==> src/rtl/cycle_timer.sv <==
// cycle_timer: loadable down-counter; done marks the final cycle of a loaded interval
module cycle_timer #(
  parameter int W = 6
) (
  input  logic         Clk,
  input  logic         Rst,
  input  logic         i_en,
  input  logic         i_load,
  input  logic [W-1:0] i_val,
  output logic         o_done
);
  logic [W-1:0] r_cnt;
  always_ff @(posedge Clk)
    if (!Rst) r_cnt <= '0;
    else if (i_en) r_cnt <= i_load ? i_val : (r_cnt != '0 ? r_cnt - 1'b1 : r_cnt);
  assign o_done = r_cnt <= W'(1);
endmodule

==> config.mk <==
export PLATFORM = sky130hd
export DESIGN_NAME = cycle_timer
export DESIGN_NICKNAME = d
export VERILOG_FILES = /design/src/rtl/cycle_timer.sv
export SDC_FILE = /design/constraint.sdc
export NUM_CORES = 1
export LEC_CHECK = 0
export ABC_AREA = 1
export BUFFER_PORTS_ARGS = -buffer_cell sky130_fd_sc_hd__buf_4
export CAP_MARGIN = 40
export CORE_AREA = 5 5 42 44
export CTS_CLUSTER_SIZE = 16
export DETAILED_ROUTE_END_ITERATION = 10
export DIE_AREA = 0 0 47 49
export PLACE_DENSITY = 0.56
export SKIP_CTS_REPAIR_TIMING = 1
export SYNTH_ARGS = -nofsm -noshare
export SYNTH_HDL_FRONTEND = slang
export SYNTH_SLANG_ARGS = --single-unit
==> constraint.sdc <==
create_clock -name Clk -period 1.5 [get_ports Clk]
set_input_delay 0.15 -clock Clk [delete_from_list [all_inputs] [get_ports Clk]]
set_output_delay 0.15 -clock Clk [all_outputs]
set_load 0.02 [all_outputs]
### Word level (Yosys, flattened, before mapping)

Index checks and enable logic that the tools add are counted.

| storage, ports and cells | value |
|---|---|
| input bits | 10 |
| bits in registers | 6 |
| output and inout bits | 1 |

| operators by class | value |
|---|---|
| reduce and logical (&&, ||, !) cells | 3 |
| add/subtract/negate cells | 1 |
| mux-type cells | 2 |
| order comparisons | 1 |

Operators by type and width:

| kind | number |
|---|---|
| 6-bit 2-to-1 mux | 2 |
| 6-bit by 1-bit <= comparator with 1-bit output (second input constant) | 1 |
| 6-bit nonzero test | 1 |
| 6-bit by 1-bit subtractor with 6-bit output (second input constant) | 1 |
| 2-bit AND reduction | 1 |
| 2-bit nonzero test | 1 |

### Longest topological paths before layout

Gate-level depths: netlist of run 1.

| depth | value |
|---|---|
| depth in word-level cells | 3 |
| mapped depth | 9 |
| mapped depth without buffers | 9 |

### Least setup slack after synthesis of run 1

OpenSTA, ideal clock, no wires.

| path | value |
|---|---|
| path kind | register -> register |
| start point | register r_cnt[0] |
| end point | register r_cnt[4] |
| slack | 0.308 ns |
| arrival | 1.073 ns |
| cell stages (with the launch flop) | 10 |
| buffers on the path | 0 |
| period minus slack after synthesis | 1.192 ns |
| path through | dfxtp_1 inv_1 ha_1 inv_1 nor2_1 nand3_2 nand2_4 inv_1 nand2_1 a21oi_1 |

| between the ends | value |
|---|---|
| longest elaborated chain between the ends | 3 |

Ends and longest elaborated chain:

| item | RTL line | text |
|---|---|---|
| start, declared | 12 | `logic [W-1:0] r_cnt;` |
| start signal, assigned | 15 | `else if (i_en) r_cnt <= i_load ? i_val : (r_cnt != '0 ? r_cnt - 1'b1 : r_cnt);` |
| 6-bit by 1-bit subtractor with 6-bit output / 6-bit nonzero test (equally long branches) | 15 |  |
| 6-bit 2-to-1 mux / 2-bit nonzero test (equally long branches) | -- |  |
| 6-bit 2-to-1 mux / 2-bit AND reduction (equally long branches) | -- |  |

Parallel ways exist; a longest one is shown, timed or not. The select of a mux whose other input is x is not followed.
A chain may end at the register's enable or synchronous reset.

### Final worst setup path of run 1

| path | value |
|---|---|
| start point | register r_cnt[0] |
| end point | output o_done |

| between the ends | value |
|---|---|
| longest elaborated chain between the ends | 1 |

Ends and longest elaborated chain:

| item | RTL line | text |
|---|---|---|
| 6-bit by 1-bit <= comparator with 1-bit output | 16 | `assign o_done = r_cnt <= W'(1);` |
| end, declared | 10 | `output logic o_done` |

No other way between the ends.

==> results by group, run 1 <==
Critical path
  • Crit-path leading delay family: flip-flops
  • Required time worst endpoint: 1350 ps
  • R2r worst-path depth: 8
  • Crit path max fanout: 7
  • Critical Path AT: 1300 ps
  • Critical path cell sequence: inv_2 > ha_1 > o211a_1 > buf_4
  • R2R Path Start: r_cnt[0]$_SDFFE_PN0P_
  • Startpoint types: flip-flop
  • Setup crit end kind: primary output
  • CP max stage cell: dfxtp_1
  • Stages on worst setup path: 4
  • Critical path class: reg2out
  • Worst path max stage delay: 350 ps
  • Buf/Inv on CP: 2
  • Crit path launch: r_cnt[0]$_SDFFE_PN0P_

Cells and area
  • Ant diodes: 0
  • Area growth, synth to finish: 26.55%
  • Nets: 94
  • Non-Filler Instances: 95
  • Utilization after layout: 0.3830
  • Layout cell share with drive strength beyond 1: 0.2152
  • Max reg flops: 6
  • Top Registers: r_cnt (6)
  • Biggest register: r_cnt

Detailed routing
  • DR vias/cell: 4.716
  • TritonRoute pass-1 iters: 4
  • Vias: 448
  • Drt total wl: 1025 um
  • Average routed wire per standard cell: 10.79 um
  • Met2 WL: 469 um
  • ANT nets after route: 0
  • Post-route DRC: 0
  • Met3 routed WL: 46 um
  • Initial DRC count: 9
  • Max Used Layer: met4
  • Routed length on met1: 474 um

STA
  • Maximum clock rate: 0.6892 GHz
  • Final setup viols: 0
  • Slew HR: 0.8312
  • Fin crit share: 0.9672
  • Setup_tns: 0 ps
  • Final worst setup slack: 49.13 ps
  • Worst Tran Pin Value: 252.2 ps
  • Final Critical Period: 1451 ps
  • Clock skew: 3.903 ps
  • Fin. Hold Viols: 0
  • RSZ-0062 raised after global routing: false
  • Max-slew violations: 0

Pwr
  • Cell-internal power: 0.3488 mW
  • Flop pwr share: 0.357
  • Clock Power Share: 0.286
  • Power density cells: 1007 mW/mm2
  • Final Power: 0.5407 mW
  • Psw: 0.1919 mW
  • Worst VDD drop: 0.4127 mV
  • Comb power frac: 0.357
  • Sw frac: 0.3550
  • Leak: 0.2748 nW

Clock tree
  • Clock Sinks: 6
  • H-tree depth: 1
  • CTS root buf: clkbuf_4
  • Clk_lat worst skew: 250 ps
  • CTS tree: built
  • Total CTS buffers: 3
  • Worst-path clk slew: 50 ps
  • CTS max path bufs: 2

Logic synthesis
  • Synth cell types: 15
  • Yosys warns: 0
  • Flops & latches, synth: 6
  • Net count after synthesis: 80
  • Syn avg cell area: 6.331 um2
  • Gate Count Post-Synth: 67
  • Mapped Area: 424.2 um2
  • Share of the yosys chip area belonging to registers: 0.2832

Die
  • IO Pins: 11
  • Die H: 49 um
  • Initial Util: 0.3027
  • Core area: 0.001401 mm2
  • Die Wd: 47 um
  • Core Rows: 14
  • Die area: 0.002303 mm2

Placement
  • IO Port Bufs: 10
  • Post-DP HPWL: 777.6 um
  • RePlAce Congestion: 0.7795
  • Placed cells: 92
  • Pre-CTS WS: 149.2 ps

Global routing
  • Congestion Overflow GR: 0
  • GRT Overall Usage: 0.1006
  • Largest net degree at the start of global routing: 12
  • Initial antenna violation count: 0
  • Vias in the first global route: 385
  • First-pass GRT wire length: 1676 um

Min path
  • HP Class: in2reg
  • Hold wc startpoint: Rst
  • Hold Crit Depth: 3

Run
  • Max-cap viol count: 0

Run status
  • Status: finished clean
==> cells in the final DEF (no fill, tap or decap) <==
master | netlist | routed
a21oi_1 | 7 | 7
buf_4 | 0 | 10
clkbuf_4 | 0 | 3
dfxtp_1 | 6 | 6
ha_1 | 3 | 3
inv_1 | 9 | 8
inv_2 | 0 | 1
nand2_1 | 18 | 18
nand2_4 | 1 | 1
nand3_1 | 5 | 5
nand3_2 | 1 | 1
nand4_1 | 1 | 1
nor2_1 | 7 | 7
nor2_2 | 1 | 1
o211a_1 | 1 | 1
o21ai_0 | 4 | 4
o21ai_1 | 2 | 2
==> metrics by stage <==
step | cell area, um2 | hold WS, ps
floorplan | 424.2 | 288.4
CTS | 536.8 | 163.4
detailed placement | 514.2 | 427.4
finish | 536.8 | 164.2
global route | 536.8 | 166.9
global placement | 514.2 | 430.7
==> cells by family (layout without fill, tap and decap cells) <==
kind of cell             Yosys count  in the layout  synth area share
AO/OA/AOI/OAI                     14             14            0.1770
adder cells (fa/ha/maj)            3              3           0.08851
flip-flops                         6              6            0.2832
buffers and inverters             10             22           0.09143
AND/OR/NAND/NOR                   34             34            0.3599
==> final timing paths <==
path	endpoint	slack, ps
setup / recovery	o_done	50
hold reg to reg	r_cnt[4]$_SDFFE_PN0P_	500
setup reg to reg	r_cnt[4]$_SDFFE_PN0P_	220
hold / removal	r_cnt[1]$_SDFFE_PN0P_	160
==> cell type report <==
cell class	count	area [um2]
timing repair buffer	10	75.07
tap	16	20.02
fill	168	864.6
clock buffer	3	22.52
sequential	6	120.1
inverter	9	33.78
multi-input combinational	51	265.3
==> synthesized netlist by cell type (all sizes together) <==
library cell  instances  area share
inv                   9       0.080
o21ai                 6       0.071
ha                    3       0.089
o211a                 1       0.024
nand4                 1       0.015
a21oi                 7       0.083
nand3                 6       0.083
nor2                  8       0.077
buf                   1       0.012
nand2                19        0.19
dfxtp                 6        0.28
==> per-layer routing <==
layer / up-vias / track usage
met5: - / 0
met4: 0 / 0.06912
met3: 5 / 0.02583
met2: 10 / 0.1335
met1: 194 / 0.1357
li1: 239 / -
==> worst register-to-register path: cells and delay by family (launching register included) <==
kind | cells | cell delay [ps]
AND/OR/NAND/NOR | 4 | 390
flip-flops | 1 | 320
adder cells (fa/ha/maj) | 1 | 210
buffers and inverters | 2 | 180
AO/OA/AOI/OAI | 1 | 120
==> power by group through the flow <==
stage | logic (mW) | clock network (mW) | registers (mW)
5_1_grt | 0.218 | 0.166 | 0.195
3_5_place_dp | 0.192 | 0 | 0.196
2_1_floorplan | 0.137 | 0 | 0.191
4_1_cts | 0.193 | 0.160 | 0.192
6_report | 0.193 | 0.155 | 0.193
3_3_place_gp | 0.192 | 0 | 0.195
No activity file was read; power rests on OpenSTA's default activity.
==> run 2, diff against run 1 <==
clock period = 1.7 ns   (was 1.5 ns; I/O delays follow)
==> results by group, run 2 (same netlist as run 1, synthesis figures left out) <==
Die
  • Die H: 49 um (unchanged)
  • Die area: 0.002303 mm2 (unchanged)
  • Die Wd: 47 um (unchanged)
  • Initial Util: 0.3027 (unchanged)
  • Core Rows: 14 (unchanged)
  • IO Pins: 11 (unchanged)
  • Core area: 0.001401 mm2 (unchanged)

Placement
  • RePlAce Congestion: 0.6965 (-11%)
  • Post-DP HPWL: 743.4 um (-4.4%)
  • IO Port Bufs: 10 (unchanged)
  • Placed cells: 92 (unchanged)
  • Placed instance area: 514.2 um2 (unchanged)
  • Pre-CTS WS: 367.8 ps (+218.6 ps)

Global routing
  • Initial antenna violation count: 0 (unchanged)
  • GRT Overall Usage: 0.1015 (+0.0009173)
  • First-pass GRT wire length: 1683 um (+0.42%)
  • Congestion Overflow GR: 0 (unchanged)
  • Largest net degree at the start of global routing: 12 (unchanged)
  • Vias in the first global route: 432 (+12%)

Pwr
  • Clock Power Share: 0.282 (-0.004)
  • Comb power frac: 0.357 (about the same)
  • Sw frac: 0.3461 (-0.008833)
  • Psw: 0.1626 mW (-15%)
  • Final Power: 0.4698 mW (-13%)
  • Worst VDD drop: 0.4265 mV (+3.4%)
  • Power density cells: 875.3 mW/mm2 (-13%)
  • Cell-internal power: 0.3072 mW (-12%)
  • Flop pwr share: 0.361 (+0.004)
  • Leak: 0.2750 nW (about the same)

Critical path
  • Startpoint types: flip-flop
  • Reg2reg setup slack: 360 ps (+140 ps)
  • Critical Path AT: 1340 ps (+40 ps)
  • Crit path max fanout: 7 (unchanged)
  • Setup crit end kind: primary output
  • Critical path class: reg2out
  • Required time worst endpoint: 1530 ps (+180 ps)
  • R2r worst-path depth: 9 (+1)

STA
  • Hold_ws: 194.0 ps (+29.80 ps)
  • RSZ-0062 raised after global routing: false
  • Max-slew violations: 0 (unchanged)
  • Fin crit share: 0.8878
  • Final setup viols: 0 (unchanged)
  • Worst Tran Pin Value: 255.3 ps (+3.062 ps)
  • Fin. Hold Viols: 0 (unchanged)
  • Slew HR: 0.8292 (-0.002049)
  • Clock skew: 2.331 ps (-1.572 ps)
  • Setup_tns: 0 ps (unchanged)
  • Final Critical Period: 1509 ps
  • Maximum clock rate: 0.6626 GHz
  • Final worst setup slack: 190.8 ps (+141.7 ps)

Run
  • Max-cap viol count: 0 (unchanged)

Detailed routing
  • DR vias/cell: 4.621 (-2.0%)
  • Average routed wire per standard cell: 10.24 um (-5.1%)
  • Post-route DRC: 0 (unchanged)
  • Vias: 439 (-2.0%)
  • ANT nets after route: 0 (unchanged)
  • Drt total wl: 973 um (-5.1%)
  • TritonRoute pass-1 iters: 4 (unchanged)
  • Initial DRC count: 2 (-7)

Min path
  • HP Class: in2reg
  • Hold Crit Depth: 3 (unchanged)

Clock tree
  • Total CTS buffers: 3 (unchanged)
  • Clk_lat worst skew: 250 ps (about the same)
  • H-tree depth: 1 (unchanged)
  • CTS tree: built
  • Clock Sinks: 6 (unchanged)
  • CTS root buf: clkbuf_4
  • Worst-path clk slew: 40 ps (about the same)
  • CTS max path bufs: 2 (unchanged)

Cells and area
  • Max reg flops: 6 (unchanged)
  • Fillers: 165 (-1.8%)
  • Post-route cell area: 536.8 um2 (unchanged)
  • Ant diodes: 0 (unchanged)
  • Most frequent cells in the layout: nand2_1 (18), buf_4 (10), inv_1 (9)
  • Biggest register: r_cnt
  • Non-Filler Instances: 95 (unchanged)
  • Most common cell after layout, fill and taps aside: nand2_1
  • Layout cell share with drive strength beyond 1: 0.2025 (-0.01266)
  • Top Registers: r_cnt (6)
  • Utilization after layout: 0.3830 (unchanged)
  • Area growth, synth to finish: 26.55% (unchanged)
  • Nets: 94 (unchanged)

Run status
  • Status: finished clean
==> run 2: changes by cell type in the layout (fill, tap and decap cells not counted) <==
cell   delta
inv_1     +1
inv_2     -1
==> run 2: worst paths after layout <==
| check | from | end |
|---|---|---|
| worst max-delay path | r_cnt[0]$_SDFFE_PN0P_ | o_done |
| worst min-delay path | Rst | r_cnt[1]$_SDFFE_PN0P_ |
| worst max register to register | r_cnt[0]$_SDFFE_PN0P_ | r_cnt[3]$_SDFFE_PN0P_ |
| worst min register to register | r_cnt[4]$_SDFFE_PN0P_ | r_cnt[4]$_SDFFE_PN0P_ |
==> run 2: power by group through the flow <==
stage / Sequential, mW / Clock [mW] / Combinational (mW)
after floorplan: 0.169 / 0 / 0.121
after global placement: 0.173 / 0 / 0.169
after detailed placement: 0.172 / 0 / 0.168
after CTS: 0.170 / 0.137 / 0.169
after global routing: 0.172 / 0.147 / 0.193
final: 0.170 / 0.132 / 0.168
==> run 2: final cells by class <==
type / count / area [um2] / share of cell area
Clock buffer: 3 / 22.52 / 0.04196
Inverter: 9 / 33.78 / 0.06294
Sequential cell: 6 / 120.1 / 0.2238
Tap cell: 16 / 20.02 / 0.03730
Timing Repair Buffer: 10 / 75.07 / 0.1399
Multi-Input combinational cell: 51 / 265.3 / 0.4942
==> run 2: critical path, cell delays in order (launching register included) <==
cell and delay [ps]:
dfxtp_1 340, inv_1 120, ha_1 250, o211a_1 220
buf_4 150
==> run 2: routing by layer <==
layer,share of wire,wire length (um),up-vias,global-route usage
met5,0,0,-,0
met4,0,0,0,0.01382
met3,0.11,105,0,0.09225
met2,0.46,448,10,0.1380
met1,0.43,419,187,0.1211
li1,-,-,242,-
